$ cat src/rtl/spi_master_arbiter_if.sv
// Bus between the arbiter (master side) and the shared SPI master core (slave side).
interface spi_master_arbiter_if #(
  parameter int NUM_REQ = 4,
  parameter int DATA_W  = 8
);
  logic               m_start;
  logic               m_cpol;
  logic               m_cpha;
  logic [DATA_W-1:0]  m_tx_data;
  logic [NUM_REQ-1:0] m_cs_sel;
  logic               m_abort;
  logic               m_done;
  logic [DATA_W-1:0]  m_rx_data;

  modport master (
    output m_start, m_cpol, m_cpha, m_tx_data, m_cs_sel, m_abort,
    input  m_done, m_rx_data
  );

  modport slave (
    input  m_start, m_cpol, m_cpha, m_tx_data, m_cs_sel, m_abort,
    output m_done, m_rx_data
  );
endinterface

$ cat src/rtl/spi_master_arbiter.sv
// Round-robin arbiter sharing one SPI master core between NUM_REQ clients, with CS guard gap.
// Optional WAIT watchdog with core abort: define SPI_ARB_TIMEOUT_EN.
module spi_master_arbiter #(
  parameter int NUM_REQ      = 4,
  parameter int DATA_W       = 8,
  parameter int GAP_CLKS     = 4,
  parameter int TIMEOUT_CLKS = 1024
) (
  input  logic                      clk,
  input  logic                      rst_n,
  input  logic [NUM_REQ-1:0]        req,
  input  logic [NUM_REQ-1:0]        req_cpol,
  input  logic [NUM_REQ-1:0]        req_cpha,
  input  logic [NUM_REQ*DATA_W-1:0] req_tx_data,
  output logic [NUM_REQ-1:0]        gnt,
  output logic [NUM_REQ-1:0]        req_done,
  output logic                      req_err,
  output logic [DATA_W-1:0]         req_rx_data,
  output logic                      busy,
  spi_master_arbiter_if.master      m_bus
);

  localparam int IDX_W = $clog2(NUM_REQ);
  localparam int GAP_W = $clog2(GAP_CLKS + 2);
  localparam logic [GAP_W-1:0] GAP_LAST = (GAP_CLKS == 0) ? '0 : GAP_W'(GAP_CLKS - 1);

  if (NUM_REQ < 2 || NUM_REQ > 8 || GAP_CLKS < 0 || TIMEOUT_CLKS < 2) begin : g_param_check
    $error("spi_master_arbiter: parameter out of range");
  end

  typedef enum logic [1:0] {S_IDLE, S_START, S_WAIT, S_GAP} state_t;

  state_t             r_state;
  state_t             w_next;
  logic [IDX_W-1:0]   r_ptr;
  logic [IDX_W-1:0]   w_winner;
  logic [IDX_W-1:0]   w_cand;
  logic               w_found;
  logic [NUM_REQ-1:0] w_onehot;
  logic               w_finish;
  logic               w_timeout;
  logic [GAP_W-1:0]   r_gap_cnt;
  logic [NUM_REQ-1:0] r_req_done;
  logic [DATA_W-1:0]  r_rx_data;
  logic [DATA_W-1:0]  r_tx_data;
  logic               r_cpol;
  logic               r_cpha;

  // r_ptr doubles as the current winner from START until the next IDLE.
  assign w_onehot = NUM_REQ'(1) << r_ptr;

  always_comb begin
    w_winner = r_ptr;
    w_cand   = r_ptr;
    w_found  = 1'b0;
    for (int unsigned i = 1; i <= NUM_REQ; i++) begin
      w_cand = IDX_W'((32'(r_ptr) + i) % NUM_REQ);
      if (!w_found && req[w_cand]) begin
        w_winner = w_cand;
        w_found  = 1'b1;
      end
    end
  end

  always_comb begin
    w_next          = r_state;
    w_finish        = 1'b0;
    gnt             = '0;
    busy            = (r_state != S_IDLE);
    m_bus.m_start   = 1'b0;
    m_bus.m_cs_sel  = '0;
    case (r_state)
      S_IDLE: begin
        if (|req) w_next = S_START;
      end
      S_START: begin
        gnt            = w_onehot;
        m_bus.m_cs_sel = w_onehot;
        m_bus.m_start  = 1'b1;
        w_next         = S_WAIT;
      end
      S_WAIT: begin
        gnt            = w_onehot;
        m_bus.m_cs_sel = w_onehot;
        if (m_bus.m_done || w_timeout) begin
          w_finish = 1'b1;
          if (GAP_CLKS == 0) w_next = S_IDLE;
          else               w_next = S_GAP;
        end
      end
      S_GAP: begin
        if (r_gap_cnt == GAP_LAST) w_next = S_IDLE;
      end
      default: w_next = S_IDLE;
    endcase
  end

  always_ff @(posedge clk or negedge rst_n) begin
    if (!rst_n) begin
      r_state    <= S_IDLE;
      r_ptr      <= IDX_W'(NUM_REQ - 1);
      r_gap_cnt  <= '0;
      r_req_done <= '0;
      r_rx_data  <= '0;
      r_tx_data  <= '0;
      r_cpol     <= 1'b0;
      r_cpha     <= 1'b0;
    end else begin
      r_state    <= w_next;
      r_req_done <= '0;
      // Mode and data load on the edge into START so they are valid with m_start.
      if (r_state == S_IDLE && |req) begin
        r_ptr     <= w_winner;
        r_cpol    <= req_cpol[w_winner];
        r_cpha    <= req_cpha[w_winner];
        r_tx_data <= req_tx_data[w_winner*DATA_W +: DATA_W];
      end
      if (w_finish) begin
        r_req_done <= w_onehot;
        if (m_bus.m_done) r_rx_data <= m_bus.m_rx_data;
      end
      r_gap_cnt <= (r_state == S_GAP) ? r_gap_cnt + 1'b1 : '0;
    end
  end

  assign req_done        = r_req_done;
  assign req_rx_data     = r_rx_data;
  assign m_bus.m_cpol    = r_cpol;
  assign m_bus.m_cpha    = r_cpha;
  assign m_bus.m_tx_data = r_tx_data;

`ifdef SPI_ARB_TIMEOUT_EN
  localparam int TO_W = $clog2(TIMEOUT_CLKS + 1);

  logic [TO_W-1:0] r_to_cnt;
  logic            r_abort;
  logic            r_req_err;

  // Counter equals cycles elapsed since START while in WAIT.
  assign w_timeout = (r_state == S_WAIT) && (r_to_cnt == TO_W'(TIMEOUT_CLKS - 1));

  always_ff @(posedge clk or negedge rst_n) begin
    if (!rst_n) begin
      r_to_cnt  <= '0;
      r_abort   <= 1'b0;
      r_req_err <= 1'b0;
    end else begin
      r_abort   <= w_timeout && !m_bus.m_done;
      r_req_err <= w_timeout && !m_bus.m_done;
      if (r_state == S_START)     r_to_cnt <= TO_W'(1);
      else if (r_state == S_WAIT) r_to_cnt <= r_to_cnt + 1'b1;
    end
  end

  assign m_bus.m_abort = r_abort;
  assign req_err       = r_req_err;
`else
  assign w_timeout     = 1'b0;
  assign m_bus.m_abort = 1'b0;
  assign req_err       = 1'b0;
`endif

endmodule
$ cat src/flat_wrapper.sv
// flat-port wrapper written by rule: the top's interface ports become plain ports
module spi_master_arbiter_flat 
#(
  parameter int NUM_REQ      = 4,
  parameter int DATA_W       = 8,
  parameter int GAP_CLKS     = 4,
  parameter int TIMEOUT_CLKS = 1024
)
  (clk, rst_n, req, req_cpol, req_cpha, req_tx_data, gnt, req_done, req_err, req_rx_data, busy, m_bus_m_start, m_bus_m_cpol, m_bus_m_cpha, m_bus_m_tx_data, m_bus_m_cs_sel, m_bus_m_abort, m_bus_m_done, m_bus_m_rx_data);
  spi_master_arbiter_if #(.NUM_REQ(NUM_REQ), .DATA_W(DATA_W)) m_bus_i ();
  input  logic clk;
  input  logic rst_n;
  input  logic [NUM_REQ-1:0] req;
  input  logic [NUM_REQ-1:0] req_cpol;
  input  logic [NUM_REQ-1:0] req_cpha;
  input  logic [NUM_REQ*DATA_W-1:0] req_tx_data;
  output logic [NUM_REQ-1:0] gnt;
  output logic [NUM_REQ-1:0] req_done;
  output logic req_err;
  output logic [DATA_W-1:0] req_rx_data;
  output logic busy;
  output wire logic [$bits(m_bus_i.m_start)-1:0] m_bus_m_start;
  output wire logic [$bits(m_bus_i.m_cpol)-1:0] m_bus_m_cpol;
  output wire logic [$bits(m_bus_i.m_cpha)-1:0] m_bus_m_cpha;
  output wire logic [$bits(m_bus_i.m_tx_data)-1:0] m_bus_m_tx_data;
  output wire logic [$bits(m_bus_i.m_cs_sel)-1:0] m_bus_m_cs_sel;
  output wire logic [$bits(m_bus_i.m_abort)-1:0] m_bus_m_abort;
  input wire logic [$bits(m_bus_i.m_done)-1:0] m_bus_m_done;
  input wire logic [$bits(m_bus_i.m_rx_data)-1:0] m_bus_m_rx_data;
  assign m_bus_m_start = m_bus_i.m_start;
  assign m_bus_m_cpol = m_bus_i.m_cpol;
  assign m_bus_m_cpha = m_bus_i.m_cpha;
  assign m_bus_m_tx_data = m_bus_i.m_tx_data;
  assign m_bus_m_cs_sel = m_bus_i.m_cs_sel;
  assign m_bus_m_abort = m_bus_i.m_abort;
  assign m_bus_i.m_done = m_bus_m_done;
  assign m_bus_i.m_rx_data = m_bus_m_rx_data;
  spi_master_arbiter #(.NUM_REQ(NUM_REQ), .DATA_W(DATA_W), .GAP_CLKS(GAP_CLKS), .TIMEOUT_CLKS(TIMEOUT_CLKS)) u_core (.clk(clk), .rst_n(rst_n), .req(req), .req_cpol(req_cpol), .req_cpha(req_cpha), .req_tx_data(req_tx_data), .gnt(gnt), .req_done(req_done), .req_err(req_err), .req_rx_data(req_rx_data), .busy(busy), .m_bus(m_bus_i));
endmodule
$ cat config.mk
export PLATFORM = sky130hd
export DESIGN_NAME = spi_master_arbiter_flat
export DESIGN_NICKNAME = d
export VERILOG_FILES = /design/src/rtl/spi_master_arbiter_if.sv /design/src/rtl/spi_master_arbiter.sv /design/src/flat_wrapper.sv
export SDC_FILE = /design/constraint.sdc
export NUM_CORES = 1
export LEC_CHECK = 0
export ABC_AREA = 1
export CAP_MARGIN = 20
export CORE_UTILIZATION = 42
export CTS_CLUSTER_SIZE = 25
export DETAILED_ROUTE_END_ITERATION = 8
export GPL_TIMING_DRIVEN = 0
export PLACE_DENSITY = 0.91
export SYNTH_ARGS = -nofsm -noshare
export SYNTH_HDL_FRONTEND = slang
export SYNTH_SLANG_ARGS = --single-unit
$ cat constraint.sdc
create_clock -name clk -period 2.5 [get_ports clk]
set_input_delay 0.25 -clock clk [delete_from_list [all_inputs] [get_ports clk]]
set_output_delay 0.25 -clock clk [all_outputs]
set_load 0.01 [all_outputs]
==> impl_metrics.csv, run 1 <==
group,metric,value,unit
critical_path,critPathMaxFanout,11,
clock_network,cts_tree,"yes",
synthesis,syn_inst,254,
synthesis,syn_avg_cell_area,7.75,µm²
pwr,pwr-share-clk,0.081,
synthesis,synthSimpleGateAreaFrac,0.373,
grt,antenna_found_initial,0,
critical_path,cp_data_arrival_time,2.50,ns
timing,fin_crit,2.33,ns
cells_and_area,drive_gt1_frac,0.145,
route,avgViaCountPerCell,5.20,
timing,worstMarginPinSlew,0.521,ns
timing,rsz0062_at_grt,"no",
pwr,pwr-share-comb,0.737,
critical_path,cp_top_family,"simple AND/OR/NAND/NOR gates",
grt,grt_start_max_net_pins,22,
route,wire_per_inst,14.1,µm
critical_path,critPathMaxStageDelay,0.56,ns
route,ant_nets,0,
clock_network,path_clk_slew,0.06,ns
clock_network,insertion_delay,0.28,ns
worst_hold_path,hold_path.class,"input port to asynchronous set/reset pin",
timing,holdWs,0.295,ns
place,gp_congestion,0.940,
pwr,p_sw_frac,0.477,
pwr,p_int,2.35,mW
timing,slew_viol_final,0,
timing,skew,0.00392,ns
critical_path,crit_top_cell,"nand3_1",
grt,first_global_vias,1981,
timing,finalSetupTns,0,ns
route,drtIter0Drc,162,
critical_path,crit_path_end_kind,"register",
run,max-cap-violations,0,
synthesis,ys.warnings.count,0,
timing,relSlewSlack,0.653,
pwr,leakagePower,1.47,nW
floorplan,initial_core_util,0.446,
clock_network,cts.sinks,29,
timing,fmax,429,MHz
synthesis,syn_area,1970,µm²
synthesis,synth_cell_type_count,23,
route,vias,2100,
grt,grt_pass1_wl,9070,µm
synthesis,synth_xor_area_frac,0,
floorplan,core-area,4410,µm²
cells_and_area,fin_nets,417,
grt,grtUsageTotal,0.231,
cells_and_area,areaGrowthSynthToFinish,53.0,%
critical_path,cp-start-kind,"register",
critical_path,ff2ff_setup_slack,0.17,ns
timing,hold_viol,0,
pwr,p_switching,2.14,mW
synthesis,synth_compound_area_frac,0.0254,
synthesis,synthMuxAreaShare,0.0458,
clock_network,cts_max_level,2,
pwr,max-vdd-ir-drop,0.882,mV
pwr,powerDensity,1490,nW/µm²
cells_and_area,fillers,335,
floorplan,io_pins,89,
run_status,status,"completed",
critical_path,worstPathCellList,"inv_1 > buf_6 > ha_1 > inv_2 > nand3_2 > nand2_2 > inv_4 > nand2_1 > nand2_2 > buf_4 > nand3_1 > nand3_1 > nand3_1 > nand2_1",
timing,setup_viol,0,
critical_path,crit_type,"register to register",
route,dr.pass1.iters,4,
cells_and_area,finish.utilization,0.682,
grt,grt.overflow.total,0,
synthesis,synthAdderAreaFrac,0.0699,
clock_network,cts_buffers,5,
floorplan,die_x,70.5,µm
synthesis,synth.yosys.seq_area_share,0.370,
clock_network,clk_path_buf_depth,2,
synthesis,synth_seq_cells,29,
floorplan,placementRows,24,
floorplan,dieArea,4960,µm²
cells_and_area,antenna_cells,0,
place,dpl.hpwl,4390,µm
critical_path,crit_buf_inv,5,
synthesis,synth_top_family_by_area,"simple AND/OR/NAND/NOR gates",
critical_path,slowest_stage,"dfstp_2",
route,drc_errors,0,
clock_network,root_buffer,"clkbuf_8",
route,drt_wl_total,5700,µm
pwr,power_frac_seq,0.182,
clock_network,cts_hold_buf,0,
floorplan,dieHeight,70.5,µm
place,io_buffers,86,
critical_path,required,2.67,ns
timing,finalCritPeriodShare,0.933,
Yosys cell counts, drive strengths merged:
master | n | area, µm²
buf | 15 | 121
clkbuf | 1 | 3.75
clkinv | 1 | 3.75
conb | 1 | 3.75
dfrtp | 27 | 676
dfstp | 2 | 52.6
ha | 11 | 138
inv | 25 | 96.4
mux2 | 8 | 90.1
nand2 | 73 | 299
nand3 | 74 | 390
nor2 | 8 | 37.5
nor4 | 1 | 6.26
o21ai | 6 | 41.3
o221ai | 1 | 8.76
placed cells by master (no fill, tap or decap), drive strengths merged, types with 3 or more instances in the layout:
cell type,netlist,routed
buf,15,18
clkbuf,1,7
clkdlybuf4s50,0,86
clkinv,1,3
dfrtp,27,27
ha,11,11
inv,25,25
mux2,8,8
nand2,73,73
nand3,74,74
nor2,8,8
o21ai,6,6
state kept, by name, indices dropped and copies added, names as in the netlist:
| name | count |
|---|---|
| u_core.m_bus.m_tx_data | 8 |
| u_core.req_rx_data | 8 |
| u_core.req_done | 4 |
| u_core.r_gap_cnt | 3 |
| u_core.r_ptr | 2 |
| u_core.r_state | 2 |
| u_core.m_bus.m_cpha | 1 |
| u_core.m_bus.m_cpol | 1 |
timing repair:
action                                  4_1_cts  5_1_grt
endpoints found under the setup margin        0       10
resized for setup                             0        1
buffers inserted                              0        2
worst paths after layout:
check                                     from                         to  cells after the start
min reg2reg                u_core.r_gap_cnt[0]        u_core.r_gap_cnt[0]                      1
min in group clk           u_core.r_gap_cnt[0]        u_core.r_gap_cnt[0]                      1
max reg2reg                    u_core.r_ptr[0]  u_core.m_bus.m_tx_data[7]                     14
min                                      rst_n  u_core.m_bus.m_tx_data[5]                      1
max in group asynchronous                rst_n            u_core.r_ptr[1]                      2
max                            u_core.r_ptr[0]  u_core.m_bus.m_tx_data[7]                     14
final cells by class:
cell class	instances	area [µm²]	area share
Inverter	26	100	0.0333
Sequential cell	29	728	0.242
Clock buffer	6	72.6	0.0241
Buffer	16	125	0.0416
Multi-Input combinational cell	184	1020	0.338
Tap cell	52	65.1	0.0216
Clock inverter	2	10.0	0.00333
Timing Repair Buffer	89	891	0.296
routing by layer:
metal,part of all wire,vias to the layer above,global-route usage,wire [µm]
met5,0,-,0,0
met4,0.019,0,0.0756,110
met3,0.077,10,0.0418,438
met2,0.51,92,0.420,2930
met1,0.39,978,0.270,2210
li1,-,1020,-,-
kinds of logic after synthesis:
group,after synthesis
compound gates,7
simple gates,156
fa+ha+maj,11
buf+inv,42
other cells,1
mux,8
flops,29
per-stage QoR:
step	area [µm²]	power [mW]	instances	setup slack [ns]
2_1_floorplan	1970	2.94	255	0.371
3_3_place_gp	2900	3.85	393	0.152
3_5_place_dp	2910	4.01	394	0.0932
4_1_cts	3000	4.39	402	0.0773
5_1_grt	3010	4.85	404	0.0154
6_report	3010	4.49	404	0.166
power by group through the flow:
stage | registers (mW) | logic, mW | clock network [mW]
detailed placement | 0.823 | 3.18 | 0
global route | 0.841 | 3.61 | 0.392
CTS | 0.819 | 3.21 | 0.367
floorplan | 0.877 | 2.06 | 0
global placement | 0.802 | 3.05 | 0
finish | 0.818 | 3.31 | 0.365
(Power assumes the default switching activity.)
==> inputs of run 2 (changes only) <==
- ABC_CLOCK_PERIOD_IN_PS: default -> 2500
- GPL_TIMING_DRIVEN: 0 -> 1
==> impl_metrics.csv, run 2 (synthesis gave the netlist of run 1 again) <==
group,metric,value,unit
run_status,status,"completed",
route,vias,2137,
floorplan,io_pins,89,
critical_path,critPathMaxFanout,6,
route,drtIter0Drc,343,
clock_network,path_clk_slew,0.06,ns
grt,first_global_vias,1969,
clock_network,cts_buffers,5,
pwr,leakagePower,1.40,nW
timing,fin_ws,0.0989,ns
place,dpl.hpwl,4270,µm
pwr,powerDensity,1500,nW/µm²
clock_network,cts_setup_buffers,0,
place,io_buffers,86,
grt,grt_pass1_wl,9000,µm
floorplan,placementRows,24,
critical_path,required,2.72,ns
timing,skew,0.00375,ns
clock_network,insertion_delay,0.28,ns
critical_path,crit_path_end_kind,"register",
timing,fin_crit,2.40,ns
critical_path,ff2ff_setup_slack,0.1,ns
pwr,max-vdd-ir-drop,0.753,mV
route,drc_errors,0,
timing,slew_viol_final,0,
critical_path,cp-start-kind,"register",
route,avgViaCountPerCell,5.47,
floorplan,dieArea,4960,µm²
timing,worstMarginPinSlew,0.627,ns
cells_and_area,antenna_cells,0,
cells_and_area,multi_input_area,1040,µm²
timing,fmax,416,MHz
grt,grtUsageTotal,0.231,
timing,finalCritPeriodShare,0.960,
cells_and_area,areaGrowthSynthToFinish,48.2,%
cells_and_area,final_common_cell,"clkdlybuf4s50_1",
place,gp_congestion,0.901,
grt,grt.overflow.total,0,
clock_network,root_buffer,"clkbuf_8",
worst_hold_path,hold_path.class,"input port to asynchronous set/reset pin",
cells_and_area,fin_nets,404,
clock_network,cts_max_level,2,
timing,setup_viol,0,
floorplan,dieHeight,70.5,µm
place,pre_cts_ws,0.0158,ns
timing,finalSetupTns,0,ns
grt,grt_start_max_net_pins,30,
grt,antenna_found_initial,0,
clock_network,cts.sinks,29,
cells_and_area,regArea,728,µm²
timing,relSlewSlack,0.578,
cells_and_area,fin_area,2920,µm²
floorplan,initial_core_util,0.446,
critical_path,crit_type,"register to register",
critical_path,cp_data_arrival_time,2.62,ns
route,ant_nets,0,
route,dr.pass1.iters,4,
route,wire_per_inst,15.1,µm
floorplan,die_x,70.5,µm
cells_and_area,layout_common_cells,"clkdlybuf4s50_1, nand3_1, nand2_1, dfrtp_1, inv_1",
clock_network,cts_tree,"yes",
floorplan,core-area,4410,µm²
clock_network,clk_path_buf_depth,2,
place,placed_cell_area,2810,µm²
cells_and_area,drive_gt1_frac,0.121,
timing,hold_viol,0,
pwr,total_power,4.37,mW
cells_and_area,fillers,357,
route,drt_wl_total,5900,µm
run,max-cap-violations,0,
run 2: cell count changes in the layout (fill, tap and decap cells not counted), sizes merged:
cell    delta
o21ai      +1
clkbuf     -1
buf       -13
run 2: metal layers:
metal,track usage,up-vias,part of all wire
met2,0.394,119,0.50
met1,0.284,1009,0.38
met3,0.0433,21,0.086
met5,0,-,0
li1,-,988,-
met4,0.0956,0,0.030
run 2: repair_timing:
item,4_1_cts,5_1_grt
setup endpoints to repair,0,10
hold buffers,0,0
resized for setup,0,5
run 2: area by class of cell:
cell class	instances	area share
Clock buffer	6	0.0249
Clock inverter	2	0.00343
Inverter	26	0.0352
Multi-Input combinational cell	185	0.356
Sequential cell	29	0.250
Tap cell	52	0.0223
Timing Repair Buffer	91	0.308
run 2: critical path: stages (launching register included):
cell	delay, ns
dfstp_2	0.59
inv_1	0.12
ha_2	0.42
inv_4	0.09
nand3_1	0.09
nand2_1	0.09
nor2_4	0.17
nand2_4	0.11
nand2_1	0.21
o21ai_4	0.13
nand3_1	0.12
nand3_1	0.10
nand2_1	0.10
run 2: per-stage QoR:
step	hold slack [ns]	std cells	util
detailed placement	0.441	382	0.637
finish	0.340	391	0.661
CTS	0.356	390	0.655
global route	0.398	391	0.661
global placement	0.428	382	0.637
floorplan	-0.0456	255	-
run 2: power breakdown:
group | switching [mW] | internal [mW]
combinational | 1.91 | 1.27
sequential | 0.125 | 0.694
clock | 0.178 | 0.192
run 2: worst paths after layout:
path                                      from                         to  cells past startpoint
max                            u_core.r_ptr[1]        u_core.m_bus.m_cpha                     12
max in group asynchronous                rst_n            u_core.r_ptr[0]                      2
max reg2reg                    u_core.r_ptr[1]        u_core.m_bus.m_cpha                     12
min                                      rst_n  u_core.m_bus.m_tx_data[0]                      2
min reg2reg                u_core.r_gap_cnt[0]        u_core.r_gap_cnt[0]                      1
min in group clk           u_core.r_gap_cnt[0]        u_core.r_gap_cnt[0]                      1
